==> config.mk <==
export PLATFORM = sky130hd
export DESIGN_NAME = ps2_key_decoder_flat
export DESIGN_NICKNAME = d
export VERILOG_FILES = /design/src/rtl/ps2_kbd_pkg.sv /design/src/rtl/ps2_key_decoder_if.sv /design/src/rtl/ps2_keymap.sv /design/src/rtl/ps2_key_decoder.sv /design/src/flat_wrapper.sv
export SDC_FILE = /design/constraint.sdc
export NUM_CORES = 1
export LEC_CHECK = 0
export ABC_AREA = 0
export CORE_MARGIN = 2
export CORE_UTILIZATION = 44
export DETAILED_ROUTE_END_ITERATION = 7
export MAX_ROUTING_LAYER = met4
export PLACE_DENSITY = 0.75
export SLEW_MARGIN = 20
export SYNTH_ARGS = -nofsm -noshare
export SYNTH_HDL_FRONTEND = slang
export SYNTH_SLANG_ARGS = --single-unit
==> constraint.sdc <==
create_clock -name clk -period 3.05 [get_ports clk]
set_clock_uncertainty 0.2 [all_clocks]
set_input_delay 0.305 -clock clk [delete_from_list [all_inputs] [get_ports clk]]
set_output_delay 0.305 -clock clk [all_outputs]
set_load 0.02 [all_outputs]
==> src/rtl/ps2_kbd_pkg.sv <==
// ps2_kbd_pkg: shared definitions for the PS/2 keyboard decoding path.
//   - set-2 scan-code constants (prefixes, control bytes, Enter, Esc, play keys)
//   - decoder FSM state enum
//   - NUM_KEYS: number of playing keys / holes
package ps2_kbd_pkg;

    localparam int NUM_KEYS = 9;

    // Prefix bytes
    localparam logic [7:0] SC_BRK    = 8'hF0;
    localparam logic [7:0] SC_EXT    = 8'hE0;

    // Control / status bytes from the keyboard
    localparam logic [7:0] SC_BAT    = 8'hAA;
    localparam logic [7:0] SC_ACK    = 8'hFA;
    localparam logic [7:0] SC_RESEND = 8'hFE;
    localparam logic [7:0] SC_ECHO   = 8'hEE;
    localparam logic [7:0] SC_ERR0   = 8'h00;
    localparam logic [7:0] SC_ERR1   = 8'hFF;

    // Game control keys
    localparam logic [7:0] SC_ENTER  = 8'h5A;
    localparam logic [7:0] SC_ESC    = 8'h76;

    // Playing keys, hole order 0..8
    localparam logic [7:0] SC_Q      = 8'h15;
    localparam logic [7:0] SC_W      = 8'h1D;
    localparam logic [7:0] SC_E      = 8'h24;
    localparam logic [7:0] SC_A      = 8'h1C;
    localparam logic [7:0] SC_S      = 8'h1B;
    localparam logic [7:0] SC_D      = 8'h23;
    localparam logic [7:0] SC_Z      = 8'h1A;
    localparam logic [7:0] SC_X      = 8'h22;
    localparam logic [7:0] SC_C      = 8'h21;

    typedef enum logic [1:0] {
        ST_IDLE    = 2'd0,
        ST_BRK     = 2'd1,
        ST_EXT     = 2'd2,
        ST_EXT_BRK = 2'd3
    } state_t;

    // Bytes that never belong to a key sequence; they abort any prefix.
    function automatic logic is_control(input logic [7:0] b);
        return (b == SC_BAT) || (b == SC_ACK) || (b == SC_RESEND) ||
               (b == SC_ECHO) || (b == SC_ERR0) || (b == SC_ERR1);
    endfunction

endpackage

==> src/rtl/ps2_key_decoder_if.sv <==
// ps2_key_decoder_if: byte stream in, game events out.
// Handshake: byte_valid is a one-cycle strobe qualifying byte_in; there is no
// ready, the decoder accepts one byte every cycle. hit_valid, start_pulse,
// pause_pulse and seq_err are one-cycle strobes; hit_idx is qualified by
// hit_valid and holds otherwise; held and dbg_state are level outputs.
//   master: byte source / event consumer
//   slave : the decoder
interface ps2_key_decoder_if;
    import ps2_kbd_pkg::*;

    logic [7:0]          byte_in;
    logic                byte_valid;
    logic                hit_valid;
    logic [3:0]          hit_idx;
    logic [NUM_KEYS-1:0] held;
    logic                start_pulse;
    logic                pause_pulse;
    logic                seq_err;
    state_t              dbg_state;

    modport master (
        output byte_in, byte_valid,
        input  hit_valid, hit_idx, held, start_pulse, pause_pulse, seq_err, dbg_state
    );

    modport slave (
        input  byte_in, byte_valid,
        output hit_valid, hit_idx, held, start_pulse, pause_pulse, seq_err, dbg_state
    );

endinterface

==> src/rtl/ps2_keymap.sv <==
// ps2_keymap: combinational scan-code to hole-index lookup.
//   code   in  8 : set-2 scan code
//   is_key out 1 : code is one of the nine playing keys
//   idx    out 4 : hole index 0-8 (0 when is_key is low)
module ps2_keymap
    import ps2_kbd_pkg::*;
(
    input  logic [7:0] code,
    output logic       is_key,
    output logic [3:0] idx
);

    always_comb begin
        is_key = 1'b1;
        idx    = 4'd0;
        case (code)
            SC_Q:    idx = 4'd0;
            SC_W:    idx = 4'd1;
            SC_E:    idx = 4'd2;
            SC_A:    idx = 4'd3;
            SC_S:    idx = 4'd4;
            SC_D:    idx = 4'd5;
            SC_Z:    idx = 4'd6;
            SC_X:    idx = 4'd7;
            SC_C:    idx = 4'd8;
            default: is_key = 1'b0;
        endcase
    end

endmodule

==> src/rtl/ps2_key_decoder.sv <==
// ps2_key_decoder: turns the set-2 scan-code byte stream into game events.
// Tracks make/break/extended prefixes, keeps a held bitmap for the nine
// playing keys, suppresses typematic repeats and aborts stale prefixes.
//   clk, rst : system clock, synchronous active-high reset
//   bus      : ps2_key_decoder_if.slave (byte_in/byte_valid in; hit_valid,
//              hit_idx, held, start_pulse, pause_pulse, seq_err, dbg_state out)
//   TIMEOUT_CYCLES : idle cycles tolerated inside a prefix sequence (>= 2)
module ps2_key_decoder
    import ps2_kbd_pkg::*;
#(
    parameter int TIMEOUT_CYCLES = 2_000_000
) (
    input  logic            clk,
    input  logic            rst,
    ps2_key_decoder_if.slave bus
);

    localparam int CW = (TIMEOUT_CYCLES > 2) ? $clog2(TIMEOUT_CYCLES) : 1;
    // Expiry happens on the edge where the counter would reach TIMEOUT_CYCLES-1.
    localparam logic [CW-1:0] CNT_EXPIRE = CW'(TIMEOUT_CYCLES - 2);

    state_t              state_q, state_d;
    logic [NUM_KEYS-1:0] held_q, held_d;
    logic                enter_held_q, enter_held_d;
    logic                esc_held_q, esc_held_d;
    logic                hit_valid_q, hit_valid_d;
    logic [3:0]          hit_idx_q, hit_idx_d;
    logic                start_q, start_d;
    logic                pause_q, pause_d;
    logic                seq_err_q, seq_err_d;
    logic [CW-1:0]       cnt_q, cnt_d;

    logic                km_is_key;
    logic [3:0]          km_idx;

    ps2_keymap u_keymap (
        .code   (bus.byte_in),
        .is_key (km_is_key),
        .idx    (km_idx)
    );

    always_ff @(posedge clk) begin
        if (rst) begin
            state_q      <= ST_IDLE;
            held_q       <= '0;
            enter_held_q <= 1'b0;
            esc_held_q   <= 1'b0;
            hit_valid_q  <= 1'b0;
            hit_idx_q    <= 4'd0;
            start_q      <= 1'b0;
            pause_q      <= 1'b0;
            seq_err_q    <= 1'b0;
            cnt_q        <= '0;
        end else begin
            state_q      <= state_d;
            held_q       <= held_d;
            enter_held_q <= enter_held_d;
            esc_held_q   <= esc_held_d;
            hit_valid_q  <= hit_valid_d;
            hit_idx_q    <= hit_idx_d;
            start_q      <= start_d;
            pause_q      <= pause_d;
            seq_err_q    <= seq_err_d;
            cnt_q        <= cnt_d;
        end
    end

    always_comb begin
        state_d      = state_q;
        held_d       = held_q;
        enter_held_d = enter_held_q;
        esc_held_d   = esc_held_q;
        hit_valid_d  = 1'b0;
        hit_idx_d    = hit_idx_q;
        start_d      = 1'b0;
        pause_d      = 1'b0;
        seq_err_d    = 1'b0;
        cnt_d        = '0;

        if (bus.byte_valid) begin
            // A byte always wins over a coinciding timeout; counter reloads.
            if (is_control(bus.byte_in)) begin
                state_d = ST_IDLE;
                if (bus.byte_in == SC_BAT) begin
                    held_d       = '0;
                    enter_held_d = 1'b0;
                    esc_held_d   = 1'b0;
                end
            end else begin
                case (state_q)
                    ST_IDLE: begin
                        if (bus.byte_in == SC_BRK) begin
                            state_d = ST_BRK;
                        end else if (bus.byte_in == SC_EXT) begin
                            state_d = ST_EXT;
                        end else if (km_is_key) begin
                            if (!held_q[km_idx]) begin
                                held_d[km_idx] = 1'b1;
                                hit_valid_d    = 1'b1;
                                hit_idx_d      = km_idx;
                            end
                        end else if (bus.byte_in == SC_ENTER) begin
                            start_d      = !enter_held_q;
                            enter_held_d = 1'b1;
                        end else if (bus.byte_in == SC_ESC) begin
                            pause_d    = !esc_held_q;
                            esc_held_d = 1'b1;
                        end
                    end
                    ST_BRK: begin
                        if (bus.byte_in == SC_BRK) begin
                            state_d = ST_BRK;
                        end else if (bus.byte_in == SC_EXT) begin
                            state_d = ST_EXT;
                        end else begin
                            state_d = ST_IDLE;
                            if (km_is_key) begin
                                held_d[km_idx] = 1'b0;
                            end else if (bus.byte_in == SC_ENTER) begin
                                enter_held_d = 1'b0;
                            end else if (bus.byte_in == SC_ESC) begin
                                esc_held_d = 1'b0;
                            end
                        end
                    end
                    ST_EXT: begin
                        if (bus.byte_in == SC_BRK)      state_d = ST_EXT_BRK;
                        else if (bus.byte_in == SC_EXT) state_d = ST_EXT;
                        else                            state_d = ST_IDLE;
                    end
                    ST_EXT_BRK: begin
                        if (bus.byte_in == SC_EXT)      state_d = ST_EXT;
                        else if (bus.byte_in == SC_BRK) state_d = ST_EXT_BRK;
                        else                            state_d = ST_IDLE;
                    end
                    default: state_d = ST_IDLE;
                endcase
            end
        end else if (state_q != ST_IDLE) begin
            if (cnt_q == CNT_EXPIRE) begin
                state_d   = ST_IDLE;
                seq_err_d = 1'b1;
            end else begin
                cnt_d = cnt_q + 1'b1;
            end
        end
    end

    assign bus.hit_valid   = hit_valid_q;
    assign bus.hit_idx     = hit_idx_q;
    assign bus.held        = held_q;
    assign bus.start_pulse = start_q;
    assign bus.pause_pulse = pause_q;
    assign bus.seq_err     = seq_err_q;
    assign bus.dbg_state   = state_q;

endmodule
==> src/flat_wrapper.sv <==
// flat-port wrapper written by rule: the top's interface ports become plain ports
module ps2_key_decoder_flat import ps2_kbd_pkg::*;
#(
    parameter int TIMEOUT_CYCLES = 2_000_000
)
  (clk, rst, bus_byte_in, bus_byte_valid, bus_hit_valid, bus_hit_idx, bus_held, bus_start_pulse, bus_pause_pulse, bus_seq_err, bus_dbg_state);
  ps2_key_decoder_if bus_i ();
  input  logic clk;
  input  logic rst;
  input wire logic [$bits(bus_i.byte_in)-1:0] bus_byte_in;
  input wire logic [$bits(bus_i.byte_valid)-1:0] bus_byte_valid;
  output wire logic [$bits(bus_i.hit_valid)-1:0] bus_hit_valid;
  output wire logic [$bits(bus_i.hit_idx)-1:0] bus_hit_idx;
  output wire logic [$bits(bus_i.held)-1:0] bus_held;
  output wire logic [$bits(bus_i.start_pulse)-1:0] bus_start_pulse;
  output wire logic [$bits(bus_i.pause_pulse)-1:0] bus_pause_pulse;
  output wire logic [$bits(bus_i.seq_err)-1:0] bus_seq_err;
  output wire logic [$bits(bus_i.dbg_state)-1:0] bus_dbg_state;
  assign bus_i.byte_in = bus_byte_in;
  assign bus_i.byte_valid = bus_byte_valid;
  assign bus_hit_valid = bus_i.hit_valid;
  assign bus_hit_idx = bus_i.hit_idx;
  assign bus_held = bus_i.held;
  assign bus_start_pulse = bus_i.start_pulse;
  assign bus_pause_pulse = bus_i.pause_pulse;
  assign bus_seq_err = bus_i.seq_err;
  assign bus_dbg_state = bus_i.dbg_state;
  ps2_key_decoder #(.TIMEOUT_CYCLES(TIMEOUT_CYCLES)) u_core (.clk(clk), .rst(rst), .bus(bus_i));
endmodule
Yosys cells after proc, flatten, opt, wreduce, memory -nomap -nowiden
Index checks and enable logic that the tools add are counted.

Bits in registers: 42. Bits of input ports: 11. Output and inout port bits: 19. Logic and storage cells: 143.

Add/subtract/negate cells: 1. Magnitude comparators: 2. Equal/unequal tests: 39. Multiplexer cells: 53. Bitwise operators: 13. Reductions and logical operators: 25.

Operators by type and width (count): $mux 9 (9); $eq 8x8->1 const B (7); $eq 8x5->1 const B (5); $eq 8x6->1 const B (4); $pmux 4 s8 (1); $mux 1 (26); $mux 2 (11); $add 21x1->21 const B (1); $eq 21x21->1 const B (1); $ne 3x2->1 const B (7); $ne 3x1->1 const B (6); $pmux 9 s2 (1); $reduce_or 9->1 (2); $eq 8x7->1 const B (2); $reduce_and 13->1 (1); $reduce_and 11->1 (1); $not 1->1 (10); $reduce_and 10->1 (1); $and 9x9->9 (1); $not 9->9 (1); $or 9x9->9 (1); $logic_not 8->1 (1); $pmux 2 s4 (1); $reduce_or 8->1 (1); other kinds (21) (31).

Depth between registers and ports, before layout
Depth after elaboration: 13. Gate-level depth with buffers: 10. Mapped depth without buffers: 7.

Hierarchy
A second synthesis with hierarchy kept.

Cells, all modules: 260. Area, all modules: 2247.2 µm².

By module, submodules not included: ps2_key_decoder (instances 1, cells each 240, area each 2089.5 µm², sequential area each 840.8 µm²); ps2_keymap (instances 1, cells each 20, area each 157.7 µm², sequential area each 0.0 µm²).

Worst setup path before layout
Ideal clock, no wire load.

Path type: input to register. Start: input bus_byte_in[3]. End: register u_core.held_q[5] (netlist: u_core.bus.held[5]). Setup time: 117 ps. Arrival: 2655 ps. Required time: 2733 ps. Slack: 78 ps. Stages on the path: 8. Path buffers: 1. Cell sequence: buf_6 -> or3b_4 -> a2111oi_4 -> mux2i_1 -> nor3_4 -> o31a_1 -> or3_1 -> a32o_1.

Longest elaborated chain between the ends: 13. Elaborated cells on any way between the ends: 54. Those cells by class: order compare: 2; eq/ne: 24; mux: 15; bitwise: 3; reduce/logical: 10.

RTL lines: start: declaration (line flat_wrapper.sv:10) `input wire logic [$bits(bus_i.byte_in)-1:0] bus_byte_in;`; $eq 8x6->1 / $eq 8x5->1 (equally long branches) (line ps2_keymap.sv:16) `case (code)`; $pmux 4 s8 (line ps2_keymap.sv:16); $lt 4x5->1 (implied by the code) / $ge 4x1->1 (equally long branches) (line ps2_key_decoder.sv:98, ps2_key_decoder.sv:118); $logic_and 1x1->1 (implied by the code) (line ps2_key_decoder.sv:98, ps2_key_decoder.sv:118); $mux 1 (implied by the code) (line ps2_key_decoder.sv:98, ps2_key_decoder.sv:118); $demux 1 s4; $or 9x9->9 (no line) / $not 9->9 (equally long branches); $mux 9 / $and 9x9->9 (equally long branches); $mux 9 (on tied branches) (line ps2_key_decoder.sv:96, ps2_key_decoder.sv:117); $mux 9 (on tied branches) (line ps2_key_decoder.sv:94, ps2_key_decoder.sv:113); $mux 9 (on tied branches) (line ps2_key_decoder.sv:92, ps2_key_decoder.sv:111); $pmux 9 s2 (line ps2_key_decoder.sv:90) `case (state_q)`; $mux 9 (line ps2_key_decoder.sv:82) `if (is_control(bus.byte_in)) begin`; end signal: assignment (line ps2_key_decoder.sv:56) `held_q <= held_d;`; end: declaration (line ps2_key_decoder.sv:23) `logic [NUM_KEYS-1:0] held_q, held_d;`.

Several ways; a longest one is shown, not always the timed one. The select of a mux whose other input is x is not followed. A chain may end at the register's enable or synchronous reset.

Worst setup path after layout
Start: input bus_byte_in[1]. End: register u_core.held_q[7] (netlist: u_core.bus.held[7]).

The elaborated chain is that of the path after synthesis.

==> impl_metrics.csv <==
group,metric,value,unit
logic_synthesis,syn_inst,288,
timing,finalHoldViolCount,0,
floorplanning,num_rows,26,
critical_path,worst-setup-path-type,"primary input to flip-flop",
global_routing,globalRouteOverflowTotal,0,
logic_synthesis,netlist_area,2410,um^2
critical_path,slowest_stage,"clkdlybuf4s50_1",
critical_path,cp_slowest_stage_delay,0.60,ns
route,drt-total-wl,5860,um
power,power_density,346,nW/um^2
layout,diodes,0,
route,num_vias,2346,
clocking,cts_hold_buf,0,
clocking,cts_buffer_depth,2,
floorplanning,die_area,6100,um^2
route,avgViaCountPerCell,5.59,
critical_path,critPathLaunchType,"primary input",
clocking,htreeDepth,2,
timing,setup_viol,0,
layout,syn_to_final_growth,30.7,%
timing,drv_slew,0,
route,drc_errors,0,
global_routing,grt_antenna_before_repair,0,
clocking,cts_buffers,5,
floorplanning,die_h,78.1,um
place,pre_cts_slack,-0.330,ns
clocking,cts_tree,"yes",
critical_path,required,3.04,ns
place,place_congestion,0.874,
logic_synthesis,synth_edf_count,0,
clocking,clk_pin_slew_worst_paths,0.08,ns
logic_synthesis,yosysWarnings,0,
run_status,status,"completed",
layout,final_nets,362,
global_routing,grt_pass1_wl,9590,um
place,port_buffers,29,
timing,fin_crit_sh,95.3,%
global_routing,grt_pass1_vias,2135,
timing,worstMarginPinSlew,0.669,ns
timing,finalWorstSetupSlack,0.143,ns
global_routing,grt_max_degree,22,
logic_synthesis,synth.distinct_cells,56,
layout,regArea,841,um^2
route,detail_route.first_pass.iterations,4,
power,p_leak,1.16,nW
critical_path,cp_num_buf_inv,2,
layout,drive_gt1_share,18.3,%
logic_synthesis,yosys_most_used_dff,"dfxtp_1",
logic_synthesis,synth.avg_cell_area,8.38,um^2
floorplanning,core_area,5200,um^2
place,dp_hpwl,4140,um
route,drt_iter0_drc,155,
route,routedWlPerCell,13.9,um
logic_synthesis,synth_seq_cells,42,
layout,fill_cells,463,
clocking,clk_latency,0.29,ns
floorplanning,ioPinCount,30,
timing,finalCriticalPeriod,2.91,ns
critical_path,arrival,2.90,ns
layout,fin_cells,420,
critical_path,cp_max_fo,5,
flow_run,cap_violations,0,
timing,fmaxAchievable,344,MHz
route,antenna_left,0,
place,place_inst,411,
critical_path,worst_path_dominant_cell_family,"compound AO/OA/AOI/OAI gates",
critical_path,end_kind,"flip-flop",
logic_synthesis,synth_top_cell_area_share,34.8,%
timing,slew_headroom,55.3,%
logic_synthesis,synth_seq_area_share,34.8,%
clocking,cts.root.buffer_cell,"clkbuf_8",
logic_synthesis,async_flop_share,0,%
logic_synthesis,synth_area_leader_cell,"dfxtp_1",
floorplanning,start_util,46.4,%
critical_path,crit_chain,"clkdlybuf4s50_1, xnor2_1, a2111oi_4, buf_4, mux2i_2, o22ai_2, o31a_1, or3_1, a32o_1",
power,ir_drop,257,uV
global_routing,grt.total_usage,19.7,%
timing,rsz0062_at_grt,"false",
clocking,clock_sinks,42,
logic_synthesis,yosys-top-cells-area,"dfxtp_1, nor2_1, xor2_1, mux2i_1, nand3_1",
logic_synthesis,syn-num-nets,301,
timing,hold_slack,0.225,ns
worst_hold_path,hold_class,"flip-flop to flip-flop",
layout,multiInputGateArea,1460,um^2
floorplanning,die_w,78.1,um
-- worst reg2reg max path, cell delays in order, from the launching register on --
cell and delay, ns:
dfxtp_1 0.37, inv_1 0.14, nand2_1 0.09, or4_4 0.57
nor4_4 0.26, buf_6 0.19, mux2i_1 0.18, nor2_1 0.05
-- power breakdown --
group / internal [W] / switching (W)
registers: 0.000549 / 0.000000949
clock network: 0.000244 / 0.000187
logic: 0.0000514 / 0.0000592
total: 0.000844 / 0.000247
-- cells by family after synthesis --
kind of cell | share of synthesized area [%]
AO/OA/AOI/OAI | 14.6
XOR/XNOR | 6.53
adder cells (fa/ha/maj) | 1.04
buffers and inverters | 5.44
flip-flops | 34.8
multiplexers | 4.56
AND/OR/NAND/NOR | 33.1
-- Yosys cell counts, drive strengths merged (2+ instances only) --
cell type / count
nor2: 44
dfxtp: 42
nand2: 21
nand3: 16
xor2: 14
mux2i: 11
a21oi: 10
nor4: 10
buf: 9
clkbuf: 9
o21ai: 9
nand4: 8
and3: 7
inv: 7
or3: 6
nor3: 5
xnor2: 4
a211o: 3
a32o: 3
and4: 3
nand2b: 3
nor2b: 3
nor3b: 3
nor4b: 3
o211ai: 3
o31ai: 3
a2111oi: 2
a22oi: 2
a31oi: 2
and3b: 2
ha: 2
nor4bb: 2
o2111ai: 2
o22ai: 2
or4: 2
-- layer usage --
metal	routed length, um	global-route usage, %	vias up
met1	2800	27.6	1092
met3	323	3.45	10
li1	-	-	1173
met4	53	5.09	0
met5	0	-	-
met2	2680	29.6	71
-- path summary, 6_finish.rpt --
kind                                 from                     end  slack [ns]  cells after the start
setup / recovery           bus_byte_in[1]      u_core.bus.held[7]        0.14                      9
hold reg to reg         u_core.esc_held_q  u_core.bus.pause_pulse        0.22                      1
setup reg to reg  u_core.bus.dbg_state[1]   u_core.bus.hit_idx[2]        0.88                      7
hold / removal          u_core.esc_held_q  u_core.bus.pause_pulse        0.22                      1
-- stage by stage --
stage	power [W]	instance area, um^2	util (%)	TNS, ns
floorplan	0.000624	2410	-	0
global placement	0.000668	3000	57.7	-2.17
detailed placement	0.000669	3000	57.7	-3.61
CTS	0.00110	3120	59.9	0
global route	0.00113	3160	60.6	0
finish	0.00109	3160	60.6	0
-- final cells by class --
cell class                      instances  area share, %
Timing Repair Buffer                   72           19.9
Sequential cell                        42           26.6
Multi-Input combinational cell        221           46.4
Clock inverter                          2           1.19
Tap cell                               70           2.78
Clock buffer                            6           2.30
Inverter                                7          0.833
-- placed cells by master, fill, tap and decap left out, types with 4 or more instances in the layout --
| cell type | synthesis | layout |
|---|---|---|
| or3_1 | 6 | 6 |
| clkbuf_8 | 0 | 5 |
| mux2i_1 | 11 | 9 |
| clkdlybuf4s50_1 | 0 | 26 |
| xor2_1 | 14 | 14 |
| buf_4 | 3 | 41 |
| o21ai_0 | 8 | 8 |
| dfxtp_1 | 42 | 42 |
| nand4_1 | 8 | 8 |
| nor2_1 | 44 | 44 |
| xnor2_1 | 4 | 4 |
| a21oi_1 | 10 | 10 |
| nand2_1 | 21 | 21 |
| nor3_1 | 4 | 4 |
| nor4_1 | 9 | 9 |
| nand3_1 | 16 | 16 |
| and3_1 | 7 | 7 |
| inv_1 | 7 | 7 |
-- what timing repair did --
item,CTS,global route
endpoints found under the hold margin,0,0
pin swaps,1,10
resized for setup,1,9
setup endpoints to repair,3,14
setup buffers,0,1
-- registers in the layout (all words and copies together), names as in the netlist, 2 cells and up --
signal / count
u_core.cnt_q: 21
u_core.bus.held: 9
u_core.bus.hit_idx: 4
u_core.bus.dbg_state: 2
Note: power is estimated with default switching activity, not from simulation.
